File: config.mk
export PLATFORM = sky130hd
export DESIGN_NAME = irq_trap_ctrl
export DESIGN_NICKNAME = d
export VERILOG_FILES = /design/src/rtl/irq_trap_ctrl_pkg.sv /design/src/rtl/irq_trap_ctrl_prio_enc.sv /design/src/rtl/irq_trap_ctrl.sv
export SDC_FILE = /design/constraint.sdc
export NUM_CORES = 1
export LEC_CHECK = 0
export CORE_ASPECT_RATIO = 1.1
export CORE_UTILIZATION = 40
export CTS_CLUSTER_SIZE = 8
export DETAILED_ROUTE_END_ITERATION = 6
export PLACE_DENSITY = 0.83
export REMOVE_ABC_BUFFERS = 1
export SLEW_MARGIN = 20
export SYNTH_ARGS = -nofsm -noshare
export SYNTH_HDL_FRONTEND = slang
export SYNTH_SLANG_ARGS = --single-unit
File: constraint.sdc
create_clock -name clk -period 2.25 [get_ports clk]
set_clock_uncertainty 0.1 [all_clocks]
set_input_delay 0.225 -clock clk [delete_from_list [all_inputs] [get_ports clk]]
set_output_delay 0.225 -clock clk [all_outputs]
set_load 0.01 [all_outputs]
File: src/rtl/irq_trap_ctrl_pkg.sv
// Shared types and cause constants for the interrupt/trap-entry controller.
package irq_trap_ctrl_pkg;

  localparam int unsigned CauseCodeW = 5;

  // Controller FSM states
  typedef enum logic [1:0] {
    IDLE  = 2'd0,
    DRAIN = 2'd1,
    TAKE  = 2'd2,
    SLEEP = 2'd3
  } irq_trap_state_e;

  // Trap cause as presented to the CSR file: interrupt flag plus code
  typedef struct packed {
    logic                  irq;
    logic [CauseCodeW-1:0] code;
  } irq_cause_t;

  localparam irq_cause_t IrqCauseNm       = '{irq: 1'b1, code: 5'd31};
  localparam irq_cause_t IrqCauseExternal = '{irq: 1'b1, code: 5'd11};
  localparam irq_cause_t IrqCauseSoftware = '{irq: 1'b1, code: 5'd3};
  localparam irq_cause_t IrqCauseTimer    = '{irq: 1'b1, code: 5'd7};
  localparam irq_cause_t IrqCauseFastBase = '{irq: 1'b1, code: 5'd16};

endpackage

File: src/rtl/irq_trap_ctrl_prio_enc.sv
// Priority encoder: NMI > fast (lowest index) > external > software > timer.
// Ports:
//   pending  in  NUM_FAST+3  enabled requests {fast, external, timer, software}
//   irq_nm   in  1           non-maskable request (already filtered by caller)
//   valid_c  out 1           any request present
//   cause_c  out irq_cause_t winning cause
module irq_prio_enc
  import irq_trap_ctrl_pkg::*;
#(
  parameter int unsigned NUM_FAST = 15
) (
  input  logic [NUM_FAST+2:0] pending,
  input  logic                irq_nm,
  output logic                valid_c,
  output irq_cause_t          cause_c
);

  // Later assignments override earlier ones, so lowest priority goes first.
  always_comb begin
    valid_c = irq_nm | (|pending);
    cause_c = '0;
    if (pending[1]) cause_c = IrqCauseTimer;
    if (pending[0]) cause_c = IrqCauseSoftware;
    if (pending[2]) cause_c = IrqCauseExternal;
    for (int i = int'(NUM_FAST) - 1; i >= 0; i--) begin
      if (pending[3+i]) begin
        cause_c.irq  = 1'b1;
        cause_c.code = IrqCauseFastBase.code + 5'(i);
      end
    end
    if (irq_nm) cause_c = IrqCauseNm;
  end

endmodule

File: src/rtl/irq_trap_ctrl.sv
// Interrupt arbitration and trap-entry controller: drains the pipeline via a
// halt handshake, pulses pc_set/csr_save with a registered cause, tracks NMI
// mode, WFI sleep/wake and counts trap entries (saturating).
// Ports:
//   clk, rst_n                    clock, async active-low reset
//   irq_*_i, irq_fast_i, irq_nm_i level interrupt requests
//   mie_i, mstatus_mie_i          per-source and global enables
//   debug_mode_i, single_step_i,
//   debug_req_i                   debug status / wake request
//   halt_ack_i                    pipeline drained
//   mret_i, wfi_i                 retiring MRET / WFI
//   halt_req_o, pc_set_o,
//   csr_save_o, exc_cause_o       pipeline halt and trap-entry outputs
//   nmi_mode_o, core_sleep_o      status
//   irq_taken_cnt_o               saturating trap-entry count
module irq_trap_ctrl
  import irq_trap_ctrl_pkg::*;
#(
  parameter int unsigned NUM_FAST = 15,
  parameter int unsigned CNT_W    = 16
) (
  input  logic                clk,
  input  logic                rst_n,
  input  logic                irq_software_i,
  input  logic                irq_timer_i,
  input  logic                irq_external_i,
  input  logic [NUM_FAST-1:0] irq_fast_i,
  input  logic                irq_nm_i,
  input  logic [NUM_FAST+2:0] mie_i,
  input  logic                mstatus_mie_i,
  input  logic                debug_mode_i,
  input  logic                single_step_i,
  input  logic                debug_req_i,
  input  logic                halt_ack_i,
  input  logic                mret_i,
  input  logic                wfi_i,
  output logic                halt_req_o,
  output logic                pc_set_o,
  output logic                csr_save_o,
  output logic [5:0]          exc_cause_o,
  output logic                nmi_mode_o,
  output logic                core_sleep_o,
  output logic [CNT_W-1:0]    irq_taken_cnt_o
);

  irq_trap_state_e  state_q, state_d;
  irq_cause_t       cause_q, cause_d;
  logic             nmi_mode_q, nmi_mode_d;
  logic [CNT_W-1:0] cnt_q, cnt_d;

  logic [NUM_FAST+2:0] pending;
  logic                nm_eff;
  logic                enc_valid;
  irq_cause_t          enc_cause;
  logic                take;
  logic                wake;

  assign pending = {irq_fast_i, irq_external_i, irq_timer_i, irq_software_i} & mie_i;
  // No nested NMI: the request is invisible while already in the handler.
  assign nm_eff  = irq_nm_i & ~nmi_mode_q;

  irq_prio_enc #(.NUM_FAST(NUM_FAST)) u_prio_enc (
    .pending (pending),
    .irq_nm  (nm_eff),
    .valid_c (enc_valid),
    .cause_c (enc_cause)
  );

  assign take = ~debug_mode_i & ~single_step_i & ~nmi_mode_q &
                (nm_eff | (mstatus_mie_i & (|pending)));
  // Wake ignores the global enable; enc_valid already covers pending and NMI.
  assign wake = enc_valid | debug_req_i;

  // Next-state and bookkeeping
  always_comb begin
    state_d    = state_q;
    cause_d    = cause_q;
    nmi_mode_d = nmi_mode_q;
    cnt_d      = cnt_q;
    unique case (state_q)
      IDLE: begin
        if (take) begin
          state_d = DRAIN;
          cause_d = enc_cause;
        end else if (wfi_i) begin
          state_d = SLEEP;
        end else if (mret_i) begin
          nmi_mode_d = 1'b0;
        end
      end
      DRAIN: begin
        if (!take) begin
          state_d = IDLE;
        end else begin
          if (irq_nm_i && (cause_q != IrqCauseNm)) cause_d = IrqCauseNm;
          if (halt_ack_i) state_d = TAKE;
        end
      end
      TAKE: begin
        if (cause_q == IrqCauseNm) nmi_mode_d = 1'b1;
        if (cnt_q != '1) cnt_d = cnt_q + CNT_W'(1);
        state_d = IDLE;
      end
      SLEEP: begin
        if (wake) state_d = IDLE;
      end
      default: state_d = IDLE;
    endcase
  end

  // State and registered outputs, decoded from the next state
  always_ff @(posedge clk or negedge rst_n) begin
    if (!rst_n) begin
      state_q      <= IDLE;
      cause_q      <= '0;
      nmi_mode_q   <= 1'b0;
      cnt_q        <= '0;
      halt_req_o   <= 1'b0;
      pc_set_o     <= 1'b0;
      csr_save_o   <= 1'b0;
      core_sleep_o <= 1'b0;
    end else begin
      state_q      <= state_d;
      cause_q      <= cause_d;
      nmi_mode_q   <= nmi_mode_d;
      cnt_q        <= cnt_d;
      halt_req_o   <= (state_d != IDLE);
      pc_set_o     <= (state_d == TAKE);
      csr_save_o   <= (state_d == TAKE);
      core_sleep_o <= (state_d == SLEEP);
    end
  end

  assign exc_cause_o     = cause_q;
  assign nmi_mode_o      = nmi_mode_q;
  assign irq_taken_cnt_o = cnt_q;

endmodule

==> impl_metrics.toml <==
[synth]
synth_flop_cell = "dfrtp_1"
synthDistinctLibCells = 47
yosysTopAreaCell = "dfrtp_1"
ys_seq_area_frac = 0.424
yosysMostFrequentCell = "dfrtp_1"
yosys_register_bits = 28
ys_async_sr_fraction = 1.00
netlist_instances = 164
synth-edff-count = 0
synthTopCellsByArea = "dfrtp_1 42%, nand2_1 4.5%, xor2_1 4.2%"
synth_area_um2 = 1650
yosysWarningCount = 0
synth_commonest_cells = "28 x dfrtp_1, 20 x nand2_1, 11 x nand3_1, 8 x nor2_1, 8 x xor2_1"
synth.avg_cell_area_um2 = 10.1
yosys.area.top_type_share = 0.424

[setup_path]
r2r_setup_slack_ns = 0.21
path_class = "in -> reg"
crit_arrival_ns = 2.10
required_ns = 2.31
r2r_end = "irq_taken_cnt_o[1]"
reg2reg_depth = 4
rr_startpoint = "irq_taken_cnt_o[6]"
crit_path_max_fanout = 6
end_kind = "register"
startpoint_type = "primary input"

[route]
drt_iter0_markers = 83
routed_wl_mm = 4.18
wl_per_cell_um = 13.9
vias = 1625
vias_per_cell = 5.40
drc_errors = 0
final_antenna_net_count = 0
drtPass1Iterations = 4

[cts]
ctsHoldBuffers = 0
clkLatencyLatePin_ns = 0.27
cts_buffers = 3
cts_htree_levels = 1
cts_tree = "built"
post_cts_resize_count = 0
cts_setup_buffers = 0
clock-sinks = 28
clk_pin_slew_worst_paths_ns = 0.09
cts_root_buf = "clkbuf_8"
cts_max_path_buffers = 2

[floorplanning]
die_w_um = 63.3
pin_count = 73
std_cell_rows = 24
fp.dieH_um = 69.4
core_area_um2 = 3960
start_util = 0.417
dieArea_um2 = 4400

[final_layout]
diodes = 0
nets = 297
drive_above_1_share = 0.104
area_growth_pct = 54.7

[timing]
min_period_ns = 2.04
setup_violations = 0
maxSlewHeadroom = 0.556
tightest_slew_ns = 0.659
timing.setup.tns_ns = 0
fin_crit_sh = 0.907
rsz0062_at_grt = "false"
slew_viol_final = 0
fmax_mhz = 490
hold_viol = 0

[power]
power.static_leakage_nw = 1.05
total_power_mw = 1.87
pwr-share-comb = 0.415
p_sw_frac = 0.339
intPower_mw = 1.24
p_per_area_nw_per_um2 = 730
ir_worst_vdd_v = 0.000616
pwr-share-clk = 0.168
power_frac_seq = 0.416
p_switching_mw = 0.634

[placement]
place.gp.congestion = 0.833
numPortBuffers = 72
dpl.hpwl_mm = 3.24

[worst_hold_path]
min_path_type = "in -> async"

[grt]
grt_usage = 0.200
grt_pass1_wl_mm = 7.00
overflow = 0
grt_pass1_vias = 1540
grt_max_degree = 29
antenna_found_initial = 0

[run]
max_cap_violations = 0

[status]
status = "finished, final reports clean"
[stage by stage]
| stage | worst slack [ns] | hold WS [ns] | cell area, um2 | instances | utilization |
|---|---|---|---|---|---|
| 6_report | 0.209 | 0.213 | 2560 | 301 | 0.646 |
| 5_1_grt | 0.0897 | 0.250 | 2560 | 301 | 0.646 |
| 4_1_cts | 0.183 | 0.226 | 2560 | 301 | 0.646 |
| 3_5_place_dp | -0.0748 | 0.399 | 2500 | 297 | 0.632 |
| 3_3_place_gp | -0.0317 | 0.381 | 2500 | 297 | 0.632 |
| 2_1_floorplan | 0.339 | -0.171 | 1630 | 161 | - |
[worst max path at each step]
| stage | startpoint | end | slack, ns | cells past startpoint |
|---|---|---|---|---|
| 3_3_place_gp | irq_fast_i[12] | exc_cause_o[2] | -0.03 | 7 |
| 5_1_grt | irq_fast_i[12] | exc_cause_o[4] | 0.09 | 7 |
| 2_1_floorplan | irq_taken_cnt_o[0] | irq_taken_cnt_o[1] | 0.34 | 4 |
| 6_report | irq_fast_i[12] | exc_cause_o[4] | 0.21 | 7 |
| 4_1_cts | irq_fast_i[12] | exc_cause_o[4] | 0.18 | 7 |
| 3_5_place_dp | irq_fast_i[12] | exc_cause_o[2] | -0.07 | 7 |
[cell families (layout without fill, tap and decap cells)]
logic type,after synthesis,count (layout),share of synthesized area
muxes,7,7,0.0477
adders and majority gates,1,1,0.00756
DFF,28,28,0.424
AOI/OAI and AO/OA,38,38,0.194
and+or+nand+nor,70,70,0.231
buffers and inverters,6,91,0.0227
xor gates and xnor gates,14,14,0.0741
[layout make-up]
type / instances / area, um2
clock buffers: 4 / 55.1
fillers: 342 / 1410
inverters: 3 / 11.3
multi-input cells: 130 / 916
flip-flops and latches: 28 / 701
well taps: 52 / 65.1
repair buffers: 84 / 811
[registers in the layout, indices dropped and copies added (netlist names)]
register / cells
state_q: 2
csr_save_o: 1
halt_req_o: 1
exc_cause_o: 6
core_sleep_o: 1
nmi_mode_o: 1
irq_taken_cnt_o: 16
[cells in the final DEF (no fill, tap or decap), types with 8 or more instances in the layout]
cell,synthesis,final
clkdlybuf4s50_1,0,72
dfrtp_1,28,28
nand2_1,20,20
buf_4,1,12
nand3_1,11,11
nor2_1,8,8
xor2_1,8,8
[layer usage]
layer | vias up | track usage | wire length [um]
met5 | - | 0 | 0
met4 | 0 | 0.0682 | 102
met3 | 13 | 0.0329 | 188
met2 | 57 | 0.337 | 2100
met1 | 765 | 0.258 | 1790
li1 | 790 | - | -
[critical path, stage by stage]
cell and delay [ns]:
clkdlybuf4s50_1 0.42, a222oi_1 0.35, buf_4 0.18, nand3_2 0.12
o31ai_4 0.28, a211o_4 0.18, mux2_1 0.34
[power by group through the flow]
stage,Combinational (mW),Clock (mW),Sequential [mW]
after global placement,0.754,0,0.780
after detailed placement,0.769,0,0.784
after CTS,0.778,0.307,0.778
final,0.776,0.315,0.778
after floorplan,0.312,0,0.806
after global routing,0.846,0.342,0.798
Power figures use the tool's default switching activity.
